`src/rtl/alloc_pkg.sv`:
```
// alloc_pkg: helpers shared by the allocators (array sizing, owner index
// type, one-hot priority rotation).
package alloc_pkg;

    // Widest priority vector the rotate helpers handle
    localparam int MAX_N = 32;

    typedef logic [MAX_N-1:0] onehot_t;

    // Owner index wide enough for any supported requester count
    typedef logic [$clog2(MAX_N)-1:0] owner_t;

    function automatic int max_int(input int a, input int b);
        return (a > b) ? a : b;
    endfunction

    // Bits needed to hold an index into n entries (at least one)
    function automatic int idx_width(input int n);
        return (n > 1) ? $clog2(n) : 1;
    endfunction

    // Rotate the low n bits of v left by one position
    function automatic onehot_t rotl_onehot(input onehot_t v, input int n);
        onehot_t mask;
        mask = (n >= MAX_N) ? '1 : ((onehot_t'(1) << n) - onehot_t'(1));
        return ((v << 1) | (v >> (n - 1))) & mask;
    endfunction

    // Rotate the low n bits of v right by one position
    function automatic onehot_t rotr_onehot(input onehot_t v, input int n);
        onehot_t mask;
        mask = (n >= MAX_N) ? '1 : ((onehot_t'(1) << n) - onehot_t'(1));
        return ((v >> 1) | (v << (n - 1))) & mask;
    endfunction

endpackage

```
`src/rtl/allocator_wavefront_locked_if.sv`:
```
// allocator_wavefront_locked_if: request/grant bundle of the locked wavefront
// allocator. requests_i[i][j]: requester i wants resource j;
// grants_o[j][i]: resource j granted to requester i.
interface allocator_wavefront_locked_if #(
    parameter int NUM_REQS = 4,
    parameter int NUM_RESS = 4
);
    logic [NUM_REQS-1:0][NUM_RESS-1:0] requests_i;
    logic [NUM_REQS-1:0]               release_i;
    logic [NUM_RESS-1:0]               res_avail_i;
    logic [NUM_RESS-1:0][NUM_REQS-1:0] grants_o;
    logic [NUM_RESS-1:0]               locked_o;

    modport master (output requests_i, release_i, res_avail_i,
                    input  grants_o, locked_o);
    modport slave  (input  requests_i, release_i, res_avail_i,
                    output grants_o, locked_o);
endinterface

```
`src/rtl/wavefront_core.sv`:
```
// wavefront_core: combinational N x N wavefront array, diagonal 0 has the
// highest priority, then diagonals 1..N-1. Cell (r,c) lies on (r+c)%N.
module wavefront_core #(
    parameter int N = 4
) (
    input  logic [N-1:0][N-1:0] req_i,
    output logic [N-1:0][N-1:0] gnt_o
);

    // Sweep diagonals in priority order; cells of one diagonal never share
    // a row or column, so they can be resolved in any order.
    always_comb begin
        logic [N-1:0] row_free;
        logic [N-1:0] col_free;
        int           c;
        gnt_o    = '0;
        row_free = '1;
        col_free = '1;
        c        = 0;
        for (int d = 0; d < N; d++) begin
            for (int r = 0; r < N; r++) begin
                c = (d - r + N) % N;
                if (req_i[r][c] && row_free[r] && col_free[c]) begin
                    gnt_o[r][c] = 1'b1;
                    row_free[r] = 1'b0;
                    col_free[c] = 1'b0;
                end
            end
        end
    end

endmodule

```
`src/rtl/allocator_wavefront_locked.sv`:
```
// allocator_wavefront_locked: round-robin wavefront allocator with registered
// grants and packet-level grant locking.
// Optional feature macro: ALLOC_WF_LOCK_EN (lock table, release, locked output).
module allocator_wavefront_locked
    import alloc_pkg::*;
#(
    parameter int NUM_REQS = 4,
    parameter int NUM_RESS = 4
) (
    input  logic clk,
    input  logic reset_n,
    allocator_wavefront_locked_if.slave bus
);

    localparam int N  = max_int(NUM_REQS, NUM_RESS);
    localparam int OW = idx_width(NUM_REQS);

    logic [N-1:0][N-1:0]               pad_req;
    logic [N-1:0][N-1:0]               rot_req;
    logic [N-1:0][N-1:0]               rot_gnt;
    logic [N-1:0][N-1:0]               fresh_gnt;
    logic [NUM_RESS-1:0][NUM_REQS-1:0] lock_gnt;
    logic [NUM_RESS-1:0][NUM_REQS-1:0] grants_d;
    logic [NUM_RESS-1:0][NUM_REQS-1:0] grants_q;
    logic [NUM_REQS-1:0]               busy;
    logic [NUM_RESS-1:0]               lock_v;
    logic [N-1:0]                      prio_q;
    logic [N-1:0]                      prio_d;
    logic                              any_fresh;

`ifdef ALLOC_WF_LOCK_EN
    logic [NUM_RESS-1:0]         lock_v_q;
    logic [NUM_RESS-1:0]         lock_v_d;
    logic [NUM_RESS-1:0][OW-1:0] owner_q;
    logic [NUM_RESS-1:0][OW-1:0] owner_d;

    // Derive busy requesters and the grants carried by existing locks
    always_comb begin
        busy     = '0;
        lock_gnt = '0;
        for (int j = 0; j < NUM_RESS; j++) begin
            for (int i = 0; i < NUM_REQS; i++) begin
                if (lock_v_q[j] && owner_q[j] == OW'(i)) begin
                    busy[i]        = 1'b1;
                    lock_gnt[j][i] = bus.res_avail_i[j] & bus.requests_i[i][j];
                end
            end
        end
    end

    // Release frees the owner's lock; a fresh grant locks unless it is a single-flit packet
    always_comb begin
        lock_v_d = lock_v_q;
        owner_d  = owner_q;
        for (int j = 0; j < NUM_RESS; j++) begin
            for (int i = 0; i < NUM_REQS; i++) begin
                if (lock_v_q[j] && owner_q[j] == OW'(i) && bus.release_i[i])
                    lock_v_d[j] = 1'b0;
                if (fresh_gnt[i][j] && !bus.release_i[i]) begin
                    lock_v_d[j] = 1'b1;
                    owner_d[j]  = OW'(i);
                end
            end
        end
    end

    // Lock table registers; reset drops every lock at once
    always_ff @(posedge clk or negedge reset_n) begin
        if (!reset_n) begin
            lock_v_q <= '0;
            owner_q  <= '0;
        end else begin
            lock_v_q <= lock_v_d;
            owner_q  <= owner_d;
        end
    end

    assign lock_v = lock_v_q;
`else
    logic unused_release;
    assign unused_release = ^bus.release_i;
    assign busy           = '0;
    assign lock_gnt       = '0;
    assign lock_v         = '0;
`endif

    // Fresh request matrix: missing rows/columns stay zero
    always_comb begin
        pad_req = '0;
        for (int i = 0; i < NUM_REQS; i++)
            for (int j = 0; j < NUM_RESS; j++)
                pad_req[i][j] = bus.requests_i[i][j] & ~busy[i] & ~lock_v[j]
                              & bus.res_avail_i[j];
    end

    // Shift rows so the priority diagonal lands on diagonal 0 of the array
    always_comb begin
        rot_req = '0;
        for (int k = 0; k < N; k++)
            if (prio_q[k])
                for (int r = 0; r < N; r++)
                    rot_req[r] = rot_req[r] | pad_req[(r + k) % N];
    end

    wavefront_core #(.N(N)) u_core (
        .req_i (rot_req),
        .gnt_o (rot_gnt)
    );

    // Shift the array result back to requester order
    always_comb begin
        fresh_gnt = '0;
        for (int k = 0; k < N; k++)
            if (prio_q[k])
                for (int r = 0; r < N; r++)
                    fresh_gnt[(r + k) % N] = fresh_gnt[(r + k) % N] | rot_gnt[r];
    end

    // Merge fresh and locked grants; advance priority only when something fresh was granted
    always_comb begin
        grants_d = '0;
        for (int j = 0; j < NUM_RESS; j++)
            for (int i = 0; i < NUM_REQS; i++)
                grants_d[j][i] = fresh_gnt[i][j] | lock_gnt[j][i];
        any_fresh = |fresh_gnt;
        prio_d    = any_fresh ? N'(rotl_onehot(onehot_t'(prio_q), N)) : prio_q;
    end

    // Output and priority registers
    always_ff @(posedge clk or negedge reset_n) begin
        if (!reset_n) begin
            grants_q <= '0;
            prio_q   <= {{(N-1){1'b0}}, 1'b1};
        end else begin
            grants_q <= grants_d;
            prio_q   <= prio_d;
        end
    end

    assign bus.grants_o = grants_q;
    assign bus.locked_o = lock_v;

endmodule
```
`src/flat_wrapper.sv`:
```
// flat-port wrapper written by rule: the top's interface ports become plain ports
module allocator_wavefront_locked_flat import alloc_pkg::*;
#(
    parameter int NUM_REQS = 4,
    parameter int NUM_RESS = 4
)
  (clk, reset_n, bus_requests_i, bus_release_i, bus_res_avail_i, bus_grants_o, bus_locked_o);
  allocator_wavefront_locked_if #(.NUM_REQS(NUM_REQS), .NUM_RESS(NUM_RESS)) bus_i ();
  input  logic clk;
  input  logic reset_n;
  input wire logic [$bits(bus_i.requests_i)-1:0] bus_requests_i;
  input wire logic [$bits(bus_i.release_i)-1:0] bus_release_i;
  input wire logic [$bits(bus_i.res_avail_i)-1:0] bus_res_avail_i;
  output wire logic [$bits(bus_i.grants_o)-1:0] bus_grants_o;
  output wire logic [$bits(bus_i.locked_o)-1:0] bus_locked_o;
  assign bus_i.requests_i = bus_requests_i;
  assign bus_i.release_i = bus_release_i;
  assign bus_i.res_avail_i = bus_res_avail_i;
  assign bus_grants_o = bus_i.grants_o;
  assign bus_locked_o = bus_i.locked_o;
  allocator_wavefront_locked #(.NUM_REQS(NUM_REQS), .NUM_RESS(NUM_RESS)) u_core (.clk(clk), .reset_n(reset_n), .bus(bus_i));
endmodule
```
`config.mk`:
```
export PLATFORM = sky130hd
export DESIGN_NAME = allocator_wavefront_locked_flat
export DESIGN_NICKNAME = d
export VERILOG_FILES = /design/src/rtl/alloc_pkg.sv /design/src/rtl/allocator_wavefront_locked_if.sv /design/src/rtl/wavefront_core.sv /design/src/rtl/allocator_wavefront_locked.sv /design/src/flat_wrapper.sv
export SDC_FILE = /design/constraint.sdc
export NUM_CORES = 1
export LEC_CHECK = 0
export CAP_MARGIN = 15
export CORE_UTILIZATION = 53
export CTS_CLUSTER_SIZE = 30
export DETAILED_ROUTE_END_ITERATION = 7
export MAX_ROUTING_LAYER = met4
export PLACE_DENSITY = 0.86
export SETUP_SLACK_MARGIN = 0.1
export SYNTH_ARGS = -nofsm -noshare
export SYNTH_HDL_FRONTEND = slang
export SYNTH_SLANG_ARGS = --single-unit
```
`constraint.sdc`:
```
create_clock -name clk -period 7 [get_ports clk]
set_clock_uncertainty 0.05 [all_clocks]
set_input_delay 1.05 -clock clk [delete_from_list [all_inputs] [get_ports clk]]
set_output_delay 1.05 -clock clk [all_outputs]
set_load 0.005 [all_outputs]
```
**Word-level counts from Yosys, hierarchy flattened**

Index checks and enable logic that the tools add are counted.
Widths: inputs -> output; s select.

- $mul: 0
- Bitwise operators: 41
- Add/subtract/negate cells: 0
- Shifts and indexed selects: 0
- Reductions and logical operators: 25
- $lt $le $gt $ge: 0
- Mux-type cells: 44
- Equal/unequal tests: 0
- Divide/modulo/power cells: 0

Operator list:

| cell | number |
|---|---|
| $mux 16 | 8 |
| $or 4x4->4 | 24 |
| $mux 1 | 36 |
| $logic_and 1x1->1 | 24 |
| $and 1x1->1 | 16 |
| $reduce_or 16->1 | 1 |
| $or 4x1->4 | 1 |

- Logic and storage cells: 115
- Bits in writable memories: 0
- Memories: 0
- Latch bits: 0
- Input bits: 26
- Memory bits (read-only): 0
- Register bits after elaboration: 20

**Depth between registers and ports, before layout**

- Depth after elaboration: 26
- Gate-level depth with buffers: 11
- Gate-level depth less buffers: 9

**Hierarchy**

A second synthesis with hierarchy kept.

- Cell total of the unflattened synthesis: 189
- Area total of the unflattened synthesis: 1690.4 um^2

By module, submodules not included:

| module | instances | cells an instance | area an instance (um^2) |
|---|---|---|---|
| allocator_wavefront_locked | 1 | 146 | 1423.9 |
| wavefront_core | 1 | 43 | 266.5 |

**Worst setup path after synthesis**

Ideal clock, no wire load.

- Path kind: input to register
- Start point: in bus_requests_i[4]
- End point: reg u_core.prio_q[1]
- Path buffers: 1
- Arrival time: 3.405 ns
- Required time: 6.825 ns
- Stages on the path: 10
- Slack: 3.420 ns
- Cells stage by stage: a222oi_1 -> a21o_1 -> buf_6 -> o211ai_1 -> or4_1 -> or2_2 -> o2111ai_1 -> nor4_2 -> nand4_2 -> mux2_2

- Word-level cells in the longest chain between the ends: 25
- Elaborated cells between the ends (all ways): 70
- Those cells by class: mux (29); bitwise (22); reduce/logical (19)

RTL lines:

| item | line | source |
|---|---|---|
| start, declared | flat_wrapper.sv:11 | `input wire logic [$bits(bus_i.requests_i)-1:0] bus_requests_i;` |
| $and 1x1->1 (*) | allocator_wavefront_locked.sv:93 | `& bus.res_avail_i[j];` |
| $or 4x4->4 / $mux 16 (equally long branches) | allocator_wavefront_locked.sv:102, allocator_wavefront_locked.sv:100 |  |
| $mux 16 / $or 4x4->4 (equally long branches) | allocator_wavefront_locked.sv:100, allocator_wavefront_locked.sv:102 |  |
| $or 4x4->4 / $mux 16 (equally long branches) | allocator_wavefront_locked.sv:102, allocator_wavefront_locked.sv:100 |  |
| $mux 16 / $or 4x4->4 (equally long branches) | allocator_wavefront_locked.sv:100, allocator_wavefront_locked.sv:102 |  |
| $or 4x4->4 / $mux 16 (equally long branches) | allocator_wavefront_locked.sv:102, allocator_wavefront_locked.sv:100 |  |
| $mux 16 (*) | allocator_wavefront_locked.sv:100 | `if (prio_q[k])` |
| $mux 1 / $mux 16 (equally long branches) | wavefront_core.sv:23, allocator_wavefront_locked.sv:100 |  |
| [... 9 more ...] | n/a |  |
| $mux 16 | allocator_wavefront_locked.sv:114 | `if (prio_q[k])` |
| $or 4x4->4 | allocator_wavefront_locked.sv:116 | `fresh_gnt[(r + k) % N] = fresh_gnt[(r + k) % N] \| rot_gnt[r];` |
| $mux 16 | allocator_wavefront_locked.sv:114 |  |
| $or 4x4->4 | allocator_wavefront_locked.sv:116 |  |
| $mux 16 | allocator_wavefront_locked.sv:114 |  |
| $or 4x4->4 | allocator_wavefront_locked.sv:116 |  |
| $mux 16 (*) | allocator_wavefront_locked.sv:114 |  |
| $reduce_or 16->1 (*) | allocator_wavefront_locked.sv:125 | `any_fresh = \|fresh_gnt;` |
| end signal, assigned | allocator_wavefront_locked.sv:133 | `prio_q <= {{(N-1){1'b0}}, 1'b1};` |
| end signal, assigned | allocator_wavefront_locked.sv:136 | `prio_q <= prio_d;` |
| end, declared | allocator_wavefront_locked.sv:27 | `logic [N-1:0] prio_q;` |

Every way passes the cells marked *; elsewhere a longest branch is shown, timed or not.
A chain may end at the register's enable or synchronous reset.

==> results.toml <==
[timing]
fin_crit_ns = 4.27
grt_setup_unrepaired = "false"
finalCritPeriodShare_pct = 61.1
worstMarginPinSlew_ns = 0.976
layout_setup_ws_ns = 2.73
fmax_mhz = 234
maxSlewViolCount = 0
setup_tns_ns = 0
hold_viol = 0
setup_viol = 0
maxSlewHeadroom_pct = 34.0

[setup_path]
critPathKind = "input pin to flip-flop"
reg2regPathDepth = 9
cp_num_buf_inv = 1
startpoint = "bus_requests_i[4]"
slowest_delay_ns = 0.83
path_delay_family = "simple AND/OR/NAND/NOR gates"
cp.required_ns = 7.14
cp-start-kind = "input pin"
cp-end-kind = "flip-flop"
reg2reg_from = "u_core.prio_q[0]"
cp_cell_sequence = "clkdlybuf4s50_1 -> a222oi_1 -> a21oi_1 -> o211ai_1 -> nor4b_1 -> nand2_1 -> nand2_1 -> nor4_2 -> nand4_2 -> mux2_2"
critPathMaxFanout = 6
cp.depth = 10
cp_slowest_cell = "nor4b_1"
crit_top_cell = "nand2_1"
arrival_ns = 4.41

[detailed_routing]
first_pass_iters = 6
wl_um = 4820
num_vias = 1976
ant_nets = 0
wl_per_cell_um = 16.3
drt_drc_violations_left = 0
vias_per_cell = 6.70
first_iter_violations = 223

[logic_synthesis]
synth-async-reset-ratio_pct = 100
synth_top_area_cell = "dfrtp_1"
synth.ff_latch_count = 20
synth_top_area_share_pct = 26.3
ys.flop_type = "dfrtp_1"
synthTopCellsByArea = "dfrtp_1 26%, a22oi_1 6.6%, a22o_1 6.3%, nand2_1 6.2%, a21oi_1 3.9%"
yosysSeqAreaShare_pct = 27.7
synth.cell_area_um2 = 1810
ys_warn_count = 0
ys_types = 51
synth_edf_count = 0
syn-mean-instance-area_um2 = 8.08
syn_inst = 224

[cells_and_area]
final_cell_area_um2 = 2200
fill_cells = 278
n_antenna_cell = 0
nets = 278
areaGrowthSynthToFinish_pct = 21.4
drive_above_1_share_pct = 7.57

[clock_network]
cts-root-buf = "clkbuf_4"
cts_htree_levels = 1
cts_tree = "built"
clock_sinks = 20
cts_buffers = 3
hold_buffers = 0
cts_resized = 0
clk_latency_ns = 0.30
clkTransAtPathRegs_ns = 0.11
cts.path.max_buffers = 2
postCtsSetupRepairBufs = 0

[floorplan]
die_w_um = 60.4
coreArea_um2 = 3150
initial_core_util_pct = 57.4
rows = 20
die-area_um2 = 3650
die_y_um = 60.4
io_pins = 46

[grt]
grt_usage_pct = 28.5
antenna_found_initial = 0
grt_pass1_vias = 1746
grt_pass1_wl_um = 7780
grt_max_degree = 38
grt_overflow = 0

[place]
port-buffer-count = 37
dp_hpwl_um = 3310
gp_congestion = 0.890
placed_cell_area_um2 = 2160
preCtsSetupSlack_ns = 2.49

[power_and_ir_drop]
sw_frac_of_total_pct = 46.1
p_sw_mw = 0.375
internal_power_mw = 0.439
finalPower_mw = 0.814
seqPwrFrac_pct = 24.4
clkPwrFrac_pct = 8.1
p_leak_nw = 0.912
p_per_area_nw_per_um2 = 371
vdd_drop_max_uv = 226
pwr-share-comb_pct = 67.5

[worst_hold_path]
hold_depth = 2
holdCritStartpoint = "u_core.prio_q[0]"
worstHoldPathType = "flip-flop to flip-flop"

[outcome]
status = "completed"

[run]
maxCapViolCount = 0
==> state kept, by name, summed over array words and instances (netlist names) <==
name / count
u_core.bus.grants_o: 16
u_core.prio_q: 4
==> cells in the mapped netlist, types with 2 or more instances <==
cell type  number
a21boi_0        4
a22o_1         13
mux2_2          3
inv_1           9
nor2b_1         2
o21bai_1        2
nor4_1          2
nor3_1          5
o21ai_0         9
dfrtp_1        19
o211ai_1        7
a31oi_1         3
buf_4           4
nand2b_1        3
a21o_1          5
clkbuf_1       11
a21oi_1        14
a221o_1         2
buf_2           3
a221oi_1        2
a222oi_1        7
and3_1          3
o2111ai_1       3
a22oi_1        16
o22ai_1         3
nand2_1        30
buf_6           2
o211a_4         2
nand4_1         3
nor2_1          7
nand3_1         6
==> metrics by stage <==
| step | instances | util (%) | hold WS (ns) |
|---|---|---|---|
| 6_report | 295 | 69.7 | 0.741 |
| 5_1_grt | 295 | 69.7 | 0.788 |
| 4_1_cts | 295 | 69.7 | 0.724 |
| 3_5_place_dp | 291 | 68.5 | 0.713 |
| 3_3_place_gp | 291 | 68.5 | 0.706 |
| 2_1_floorplan | 227 | - | 0.704 |
==> cells in the final DEF (no fill, tap or decap), drive strengths merged, types with 4 or more instances in the layout <==
master         Yosys  routed
clkdlybuf4s50      0      37
nand2             30      30
dfrtp             19      19
a22oi             16      16
a21oi             14      14
a22o              13      13
inv                9       9
o21ai              9       9
nor2               8       8
a222oi             7       7
o211ai             7       7
nand3              6       6
a21o               5       5
nor3               5       5
a21boi             4       4
conb               1       4
nand4              4       4
clkbuf            11       4
==> power groups by stage <==
stage | Clock (mW) | Sequential [mW] | Combinational (mW)
after floorplan | 0 | 0.185 | 0.388
after global placement | 0 | 0.199 | 0.529
after detailed placement | 0 | 0.201 | 0.537
after CTS | 0.0671 | 0.199 | 0.538
after global routing | 0.0735 | 0.204 | 0.606
final | 0.0658 | 0.199 | 0.550
==> logic make-up after synthesis <==
family          after synthesis  share of synthesized area, %
buf+inv                      29                          7.88
mux                           4                          2.42
compound gates              101                          42.6
simple gates                 69                          19.2
flops                        20                          27.7
other cells                   1                         0.207
==> layer usage <==
layer / global-route usage (%) / up-vias / wire length [um]
li1: - / 936 / -
met1: 38.3 / 925 / 2080
met2: 44.9 / 105 / 2290
met3: 4.48 / 10 / 387
met4: 6.82 / 0 / 58
met5: - / - / 0
==> path summary, 6_finish.rpt <==
check                                          end  slack [ns]
max                               u_core.prio_q[1]        2.73
max in group asynchronous         u_core.prio_q[3]        5.20
min in group asynchronous  u_core.bus.grants_o[15]        1.18
max reg2reg                       u_core.prio_q[1]        3.17
min                         u_core.bus.grants_o[6]        0.74
min reg2reg                 u_core.bus.grants_o[6]        0.74
==> worst register-to-register path, cell delays in order, from the launching register on <==
cell	delay, ns
dfstp_2	0.96
a222oi_1	0.28
a21oi_1	0.49
o21ai_0	0.14
nor4bb_1	0.76
a221oi_1	0.29
o2111ai_1	0.17
nor4_2	0.07
nand4_2	0.16
mux2_2	0.36
==> final cells by class <==
type	count	area, um2	share of cell area (%)
Sequential cell	20	502	22.8
Inverter	9	33.8	1.54
Clock buffer	4	36.3	1.65
Multi-Input combinational cell	178	1180	53.6
Timing Repair Buffer	40	393	17.9
Tap cell	44	55.1	2.51
Power figures use the tool's default switching activity.
==> patch: new RTL, config.mk and constraints unchanged <==
Add a define of `ALLOC_WF_LOCK_EN`.
--- a/src/rtl/allocator_wavefront_locked.sv
+++ b/src/rtl/allocator_wavefront_locked.sv
@@ -3,2 +3,4 @@
 // Optional feature macro: ALLOC_WF_LOCK_EN (lock table, release, locked output).
+`define ALLOC_WF_LOCK_EN
+
 module allocator_wavefront_locked
Function: changed (a bounded check fails within 4 cycles, from zero or initial values and one cycle with reset_n low).
==> patch against the unedited design <==
Sequential share of layout area shrank 1.1 points; final area grew 68%; total power grew to 2.6 times the old value; register-to-register slack lost 0.39 ns; area after synthesis grew 74%; sequential power grew 88%; global-route usage grew 11 points; sequential cell count grew 12; clock power grew to 2.8 times the old value; wire length grew 140%; synthesized cell count grew 78%; critical endpoint is now u_core.prio_q[2]$_DFFE_PN0P_; critical path type unchanged; setup slack lost 0.49 ns.
==> patch: results (changes against the unedited design) <==
Run status
  • Outcome: finished, final reports clean (unchanged)

Critical path
  • Crit Path Max Fanout: 14 (was 6)
  • Worst setup endpoint: u_core.prio_q[2]$_DFFE_PN0P_ (was u_core.prio_q[1]$_DFFE_PN0P_)
  • CP arrival: 4.88 ns (was 4.41 ns)
  • FF-to-FF End: u_core.prio_q[2]$_DFFE_PN0P_ (was u_core.prio_q[1]$_DFFE_PN0P_)
  • Max stage delay on crit path: 0.66 ns (was 0.83 ns)

Hold path
  • Hold Path Sink: u_core.bus.grants_o[4]$_DFF_PN0_ (was u_core.bus.grants_o[6]$_DFF_PN0_)

GRT
  • Routing usage on met1: 50.7% (was 38.3%)
  • Number of global-route vias before repair: 3498 (was 1746)
  • First-pass GRT wire length: 18.3 mm (was 7.78 mm)
  • Met2 usage: 60.1% (was 44.9%)
  • All-layer global routing usage: 39.4% (was 28.5%)
  • Grt met3 use: 7.70% (was 4.48%)

Clock network
  • CTS Buf Count: 5 (was 3)
  • Root buffer cell: clkbuf_8 (was clkbuf_4)
  • # H-tree levels: 2 (was 1)

Yosys
  • Unique masters post-synth: 71 (was 51)
  • Synth cell count leaders: 44 x nand2_1, 31 x dfrtp_1, 29 x nand4_1 (was 30 x nand2_1, 19 x dfrtp_1, 16 x a22oi_1)

Power
  • Peak VDD IR: 0.285 mV (was 0.226 mV)
  • Leakage: 1.44 nW (was 0.912 nW)

Layout
  • Final net count: 450 (was 278)
  • Share of cells above drive strength 1: 8.71% (was 7.57%)
  • Fill count: 522 (was 278)

Routing
  • Via-per-instance ratio: 7.67 (was 6.70)
  • WL met3: 1.47 mm (was 387 um)
  • First-iteration detailed-routing DRC count: 778 (was 223)

Placement
  • Placed Area: 3580 um2 (was 2160 um2)
  • Cell count after placement: 489 (was 291)
  • Buffers on Ports: 45 (was 37)

Timing
  • Hold_ws: 0.578 ns (was 0.741 ns)
  • Worst-Margin Slew: 1.14 ns (was 0.976 ns)
==> patch: cell types whose count changed after synthesis, sizes merged, moves of 10 or more <==
cell | before | now
nand4 | 4 | 29
nand2 | 30 | 44
dfrtp | 19 | 31
nand3 | 6 | 27
nand3b | 0 | 11
a22o | 13 | 2
nor3 | 5 | 17
o22ai | 3 | 17
a22oi | 16 | 5
nor2 | 8 | 23
a31oi | 3 | 13
==> patch: power breakdown <==
group	leakage, nW	switching [mW]	internal (mW)
logic	1.02	0.935	0.638
clock network	0.0541	0.0798	0.105
registers	0.364	0.0935	0.281
==> patch: cells by family after synthesis <==
logic type | Yosys count | synth area share, %
AND/OR/NAND/NOR | 196 | 35.1
multiplexers | 8 | 4.13
buffers and inverters | 38 | 5.44
flip-flops | 32 | 25.5
AO/OA/AOI/OAI | 124 | 29.8
==> patch: cell type report <==
cell class,instances,area share (%)
well taps,72,2.44
flip-flops and latches,32,21.7
clock buffers,5,1.86
repair buffers,50,13.2
clock inverters,3,1.15
inverters,7,0.712
multi-input cells,328,58.9
